### src/rtl/note_pkg.sv
// Shared definitions for the note player.
// - Pitch codes: REST (0), C4..B4 (1..12), C5/D5/E5 (13..15).
// - Playback FSM state encoding.
// - hp_of(): half-period, in clock cycles, of a pitch code at a given clock rate.
package note_pkg;

  localparam int unsigned HP_W = 17;

  localparam logic [3:0] REST = 4'd0;
  localparam logic [3:0] C4   = 4'd1;
  localparam logic [3:0] CS4  = 4'd2;
  localparam logic [3:0] D4   = 4'd3;
  localparam logic [3:0] DS4  = 4'd4;
  localparam logic [3:0] E4   = 4'd5;
  localparam logic [3:0] F4   = 4'd6;
  localparam logic [3:0] FS4  = 4'd7;
  localparam logic [3:0] G4   = 4'd8;
  localparam logic [3:0] GS4  = 4'd9;
  localparam logic [3:0] A4   = 4'd10;
  localparam logic [3:0] AS4  = 4'd11;
  localparam logic [3:0] B4   = 4'd12;
  localparam logic [3:0] C5   = 4'd13;
  localparam logic [3:0] D5   = 4'd14;
  localparam logic [3:0] E5   = 4'd15;

  typedef enum logic [1:0] {
    StIdle   = 2'd0,
    StLookup = 2'd1,
    StTone   = 2'd2,
    StGap    = 2'd3
  } state_t;

  // round(clk_hz / (2 * f)); frequencies held in milli-hertz so the rounding
  // stays exact in integer arithmetic. Only ever evaluated on constants.
  function automatic logic [HP_W-1:0] hp_of(input logic [3:0] code, input int unsigned clk_hz);
    logic [63:0] f_mhz;
    logic [63:0] hp;
    case (code)
      C4:      f_mhz = 64'd261626;
      CS4:     f_mhz = 64'd277183;
      D4:      f_mhz = 64'd293665;
      DS4:     f_mhz = 64'd311127;
      E4:      f_mhz = 64'd329628;
      F4:      f_mhz = 64'd349228;
      FS4:     f_mhz = 64'd369994;
      G4:      f_mhz = 64'd391995;
      GS4:     f_mhz = 64'd415305;
      A4:      f_mhz = 64'd440000;
      AS4:     f_mhz = 64'd466164;
      B4:      f_mhz = 64'd493883;
      C5:      f_mhz = 64'd523251;
      D5:      f_mhz = 64'd587330;
      E5:      f_mhz = 64'd659255;
      default: f_mhz = 64'd0;
    endcase
    if (f_mhz == 64'd0) begin
      hp = 64'd0;
    end else begin
      hp = (64'(clk_hz) * 64'd1000 + f_mhz) / (64'd2 * f_mhz);
    end
    hp_of = hp[HP_W-1:0];
  endfunction

endpackage

### src/rtl/tone_gen.sv
// Square-wave generator.
// - clk, reset   : clock, asynchronous active-low reset
// - en           : advance the tone counter this cycle
// - half_period  : toggle spacing in cycles; 0 means silence
// - restart      : clear counter and wave (start of a new note)
// - wave         : square-wave output, period 2*half_period
module tone_gen
  import note_pkg::*;
(
  input  logic            clk,
  input  logic            reset,
  input  logic            en,
  input  logic [HP_W-1:0] half_period,
  input  logic            restart,
  output logic            wave
);

  logic [HP_W-1:0] r_cnt;
  logic            r_wave;
  logic            w_last;

  assign w_last = (r_cnt == half_period - HP_W'(1));

  always_ff @(posedge clk or negedge reset) begin
    if (!reset) begin
      r_cnt  <= '0;
      r_wave <= 1'b0;
    end else if (restart) begin
      r_cnt  <= '0;
      r_wave <= 1'b0;
    end else if (en && (half_period != '0)) begin
      if (w_last) begin
        r_cnt  <= '0;
        r_wave <= ~r_wave;
      end else begin
        r_cnt  <= r_cnt + HP_W'(1);
      end
    end
  end

  assign wave = r_wave;

endmodule

### src/rtl/note_player.sv
// Note store and audio stage downstream of the playback controller.
// - clk, reset     : clock, asynchronous active-low reset
// - note_in        : pitch code to record
// - ld_note        : record strobe; falling edge writes note_in
// - ld_play        : playback enable
// - note_counter   : index of the note to play
// - audio_out      : square-wave audio
// - cur_note       : pitch code currently sounding
// - wr_count       : next write index (saturates at 15)
// - busy           : FSM not idle
module note_player
  import note_pkg::*;
#(
  parameter int unsigned CLK_HZ     = 50000000,
  parameter int unsigned GAP_CYCLES = 1250000,
  parameter int unsigned DEPTH      = 16
) (
  input  logic       clk,
  input  logic       reset,
  input  logic [3:0] note_in,
  input  logic       ld_note,
  input  logic       ld_play,
  input  logic [3:0] note_counter,
  output logic       audio_out,
  output logic [3:0] cur_note,
  output logic [3:0] wr_count,
  output logic       busy
);

  localparam int unsigned GAP_W = (GAP_CYCLES > 1) ? $clog2(GAP_CYCLES) : 1;

  logic [3:0]       r_mem [DEPTH];
  logic             r_ld_note;
  logic [3:0]       r_wr_count;
  logic [3:0]       r_prev_cnt;
  logic [3:0]       r_cur_note;
  logic [HP_W-1:0]  r_hp;
  logic [GAP_W-1:0] r_gap_cnt;
  state_t           r_state;
  state_t           w_state_d;

  logic             w_wr;
  logic             w_chg;
  logic             w_gap_done;
  logic [3:0]       w_lookup_code;
  logic             w_wave;
  logic [HP_W-1:0]  w_hp_tab [16];

  // Half-period table folds to constants at elaboration.
  for (genvar g = 0; g < 16; g++) begin : g_hp
    assign w_hp_tab[g] = hp_of(4'(g), CLK_HZ);
  end

  assign w_wr          = r_ld_note & ~ld_note;
  assign w_chg         = ld_play & (note_counter != r_prev_cnt);
  assign w_gap_done    = (r_gap_cnt == GAP_W'(GAP_CYCLES - 1));
  assign w_lookup_code = r_mem[note_counter];

  // Recording path, independent of playback state.
  always_ff @(posedge clk or negedge reset) begin
    if (!reset) begin
      for (int i = 0; i < DEPTH; i++) begin
        r_mem[i] <= '0;
      end
      r_ld_note  <= 1'b0;
      r_wr_count <= '0;
    end else begin
      r_ld_note <= ld_note;
      if (w_wr) begin
        r_mem[r_wr_count] <= note_in;
        if (r_wr_count != 4'(DEPTH - 1)) begin
          r_wr_count <= r_wr_count + 4'd1;
        end
      end
    end
  end

  always_comb begin
    w_state_d = r_state;
    unique case (r_state)
      StIdle:   if (ld_play) w_state_d = StLookup;
      StLookup: w_state_d = StTone;
      StTone:   if (w_chg) w_state_d = StGap;
      StGap:    if (w_gap_done) w_state_d = StLookup;
    endcase
    if (!ld_play) begin
      w_state_d = StIdle;
    end
  end

  always_ff @(posedge clk or negedge reset) begin
    if (!reset) begin
      r_state    <= StIdle;
      r_prev_cnt <= '0;
      r_cur_note <= '0;
      r_hp       <= '0;
      r_gap_cnt  <= '0;
    end else begin
      r_state    <= w_state_d;
      r_prev_cnt <= note_counter;
      if (r_state == StLookup && ld_play) begin
        r_cur_note <= w_lookup_code;
        r_hp       <= w_hp_tab[w_lookup_code];
      end
      // Gap is armed only from TONE, so a change during GAP never restarts it.
      if (r_state == StTone && w_chg) begin
        r_gap_cnt <= '0;
      end else if (r_state == StGap) begin
        r_gap_cnt <= r_gap_cnt + GAP_W'(1);
      end
    end
  end

  tone_gen u_tone_gen (
    .clk         (clk),
    .reset       (reset),
    .en          (r_state == StTone),
    .half_period (r_hp),
    .restart     (r_state == StLookup),
    .wave        (w_wave)
  );

  // Wave is only heard while in TONE; every exit silences on the same edge.
  assign audio_out = w_wave & (r_state == StTone);
  assign cur_note  = r_cur_note;
  assign wr_count  = r_wr_count;
  assign busy      = (r_state != StIdle);

endmodule

### config.mk
export PLATFORM = sky130hd
export DESIGN_NAME = note_player
export DESIGN_NICKNAME = d
export VERILOG_FILES = /design/src/rtl/note_pkg.sv /design/src/rtl/tone_gen.sv /design/src/rtl/note_player.sv
export SDC_FILE = /design/constraint.sdc
export NUM_CORES = 1
export LEC_CHECK = 0
export CAP_MARGIN = 15
export CORE_ASPECT_RATIO = 0.7
export CORE_UTILIZATION = 55
export DETAILED_ROUTE_END_ITERATION = 7
export PLACE_DENSITY = 0.8
export SLEW_MARGIN = 25
export SYNTH_ARGS = -nofsm -noshare
export SYNTH_HDL_FRONTEND = slang
export SYNTH_SLANG_ARGS = --single-unit
### constraint.sdc
create_clock -name clk -period 2.35 [get_ports clk]
set_input_delay 0.235 -clock clk [delete_from_list [all_inputs] [get_ports clk]]
set_output_delay 0.235 -clock clk [all_outputs]
set_load 0.05 [all_outputs]
==> results.yml, run 1 <==
grt:
  globalRouteOverflowTotal: 0
  grt_max_degree: 61
  grt_pass1_wl_mm: 30.50
  grt_usage_pct: 29.36
  antenna_found_initial: 0
  grt_pass1_vias: 5743
cells_and_area:
  final_core_util_pct: 73.10
  stdcell_count: 950
  antenna_cells: 0
  layout-drive-gt1-share_pct: 34.77
  final_area_um2: 9266
  final_nets: 805
  synthToLayoutAreaGrowth_pct: 27.03
floorplan:
  fp.dieH_um: 98.36
  rows: 34
  chipWidth_um: 139.6
  io_pins: 22
  core_um2: 12680
  initial_core_util_pct: 57.54
  die_area_um2: 13730
power_and_ir_drop:
  p_leak_nw: 4.149
  total_power_mw: 11.90
  ir_drop_mv: 0.6030
  powerDensity_nw_per_um2: 1284
clock_tree:
  cts_tree: "done"
  cts_root_buf: "clkbuf_16"
  clk_pin_slew_ns: 0.06
  htreeDepth: 4
  numCtsBuffers: 17
  clock-sinks: 134
  clock_path_buffers: 2
  clk_latency_ns: 0.43
placed_design:
  hpwl_mm: 12.58
  place_ws_ns: -0.7036
  place_inst: 900
  dpl_cell_area_um2: 8232
  io_buffer_count: 21
  gp_congestion: 0.8640
routing:
  viasPerCell: 6.182
  drtIter0Drc: 473
  finalWirelength_mm: 19.56
  drtPass1Iterations: 5
  wl_per_cell_um: 20.59
  postRouteAntennaNets: 0
  drcViolationCount: 0
  vias: 5873
critical_path:
  crit_chain: "or4_4, nor3_4, mux2i_1, o22a_1, a31oi_4, a21oi_2, buf_12, and3_1, a221o_1"
  critPathLaunchType: "flop"
  critPathTopFamily: "simple AND/OR/NAND/NOR gates"
  cp_slowest_cell: "or4_4"
  worstSetupStartpoint: "r_hp[5]"
  critPathBufInv: 1
  worstSetupPathType: "reg2reg"
  r2r_cells: 9
  crit_path_end_kind: "flop"
  cp_slowest_stage_delay_ns: 0.60
  critPathArrivalTime_ns: 2.94
  required_ns: 2.66
  r2r_start: "r_hp[5]"
  r2r-end: "u_tone_gen.r_cnt[15]"
  critical_path_depth: 9
  r2r_slack_ns: -0.29
  crit_end: "u_tone_gen.r_cnt[15]"
  crit_fanout: 24
logic_synthesis:
  synth.area.mux_share_pct: 16.83
  synth_top_area_share_pct: 45.97
  synthArstFlopShare_pct: 100.0
  synth_ff_type: "dfrtp_1"
  synth.area.top_cells: "dfrtp_1 (46%), mux2_2 (11%), mux4_2 (4.9%), nand2_1 (3.8%), ha_1 (3.1%)"
  synth.distinct_cells: 65
  syn-num-nets: 706
  synth_top_family_by_area: "multiplexers"
  synth.most_common_cell: "dfrtp_1"
  yosys-top-cells-count: "dfrtp_1 (134), nand2_1 (73), mux2_2 (69)"
  synth-seq-cells: 134
  ys_seq_area_share_pct: 45.97
  syn_area_um2: 7294
  synth_edf_count: 0
  yosysTopAreaCell: "dfrtp_1"
  synthSimpleGateAreaFrac_pct: 15.57
  synth_warnings: 0
  synth_compound_area_share_pct: 9.708
  synth_area_per_cell_um2: 10.79
  synth-xor-area-share_pct: 5.523
  synth_fa_ha_area_share_pct: 3.087
  netlist_instances: 676
sta:
  report.final.slew_viol_count: 0
  skew_ns: 0.009896
  fin_crit_ns: 2.638
  fmax_mhz: 379.1
  worst_pin_slew_ns: 0.7525
  fin_hold_ws_ns: 0.2466
  fin_crit_sh_pct: 112.2
  maxSlewHeadroom_pct: 49.84
  rsz0062_at_grt: "true"
  setup-violations-final: 25
  hold_violations: 0
  fin_tns_setup_ns: -3.575
  setup_ws_ns: -0.2876
run_status:
  outcome: "finished with violations"
  violations: "setup timing"
min_path:
  hp-class: "in2reg"
  min_path_cells: 3
flow_run:
  maxCapViolations: 0
sequential cells by signal, summed over array words and instances, names as in the netlist:
name and count:
r_hp 17, u_tone_gen.wave 1, cur_note 3, r_mem 64, u_tone_gen.r_cnt 17, r_state 2
wr_count 4, r_ld_note 1, r_prev_cnt 4, r_gap_cnt 21
layer usage:
metal,vias up,track usage [%],wire [um]
li1,2626,-,-
met1,2965,38.90,8288
met2,236,47.08,9497
met3,46,7.160,1299
met4,0,11.24,475
met5,-,0,0
power breakdown:
group          internal (mW)  total (mW)  leakage [nW]  switching (mW)
sequential              3.13        3.89          1.75           0.759
combinational           2.66        5.38          2.12            2.72
clock                   1.51        2.63         0.278            1.12
kinds of logic after synthesis:
group / after synthesis
and+or+nand+nor: 229
DFF: 134
AOI/OAI and AO/OA: 103
muxes: 94
buffers and inverters: 52
xor gates and xnor gates: 46
adders and majority gates: 18
layout make-up:
| type | instances | area [um2] |
|---|---|---|
| inverters | 18 | 70.07 |
| multi-input cells | 490 | 4031 |
| flip-flops and latches | 134 | 3357 |
| clock buffers | 18 | 439.2 |
| fillers | 784 | 3411 |
| repair buffers | 114 | 1025 |
| clock inverters | 14 | 141.4 |
| well taps | 162 | 202.7 |
layout by cell type, fill, tap and decap left out, types with 15 or more instances in the layout:
cell type	n
dfrtp_1	131
buf_4	80
mux2_2	69
nand2_1	67
nor2_1	47
xnor2_1	23
nand3_1	23
xor2_1	23
a21oi_1	22
and3_1	18
clkdlybuf4s50_1	18
clkbuf_16	17
mux4_2	16
o21ai_0	15
tightest hold or removal path: cells and delay by family:
kind	cells	cell delay [ns]
buffers and inverters	3	0.39
worst min path at each step:
stage                    startpoint             to  slack [ns]
CTS                         ld_note      r_ld_note        0.35
floorplan                     reset    cur_note[0]       -0.06
detailed placement            reset    cur_note[1]        0.27
finish              note_counter[0]  r_prev_cnt[0]        0.25
global route        note_counter[0]  r_prev_cnt[0]        0.26
global placement              reset    cur_note[0]        0.25
what timing repair did:
item,in CTS,in global routing
hold endpoints to repair,38,0
hold buffers,1,0
gates resized for setup,38,41
cloned,1,0
setup endpoints to repair,34,36
pin swaps,18,15
buffers inserted,10,6
No activity file was read; power rests on OpenSTA's default activity.
==> run 2, diff against run 1 <==
Settings changed: CAP_MARGIN 15 to default, CTS_CLUSTER_DIAMETER from default to 50.
==> results of run 2 <==
Same layout as run 1: the final DEF is identical, and so are final timing and power.
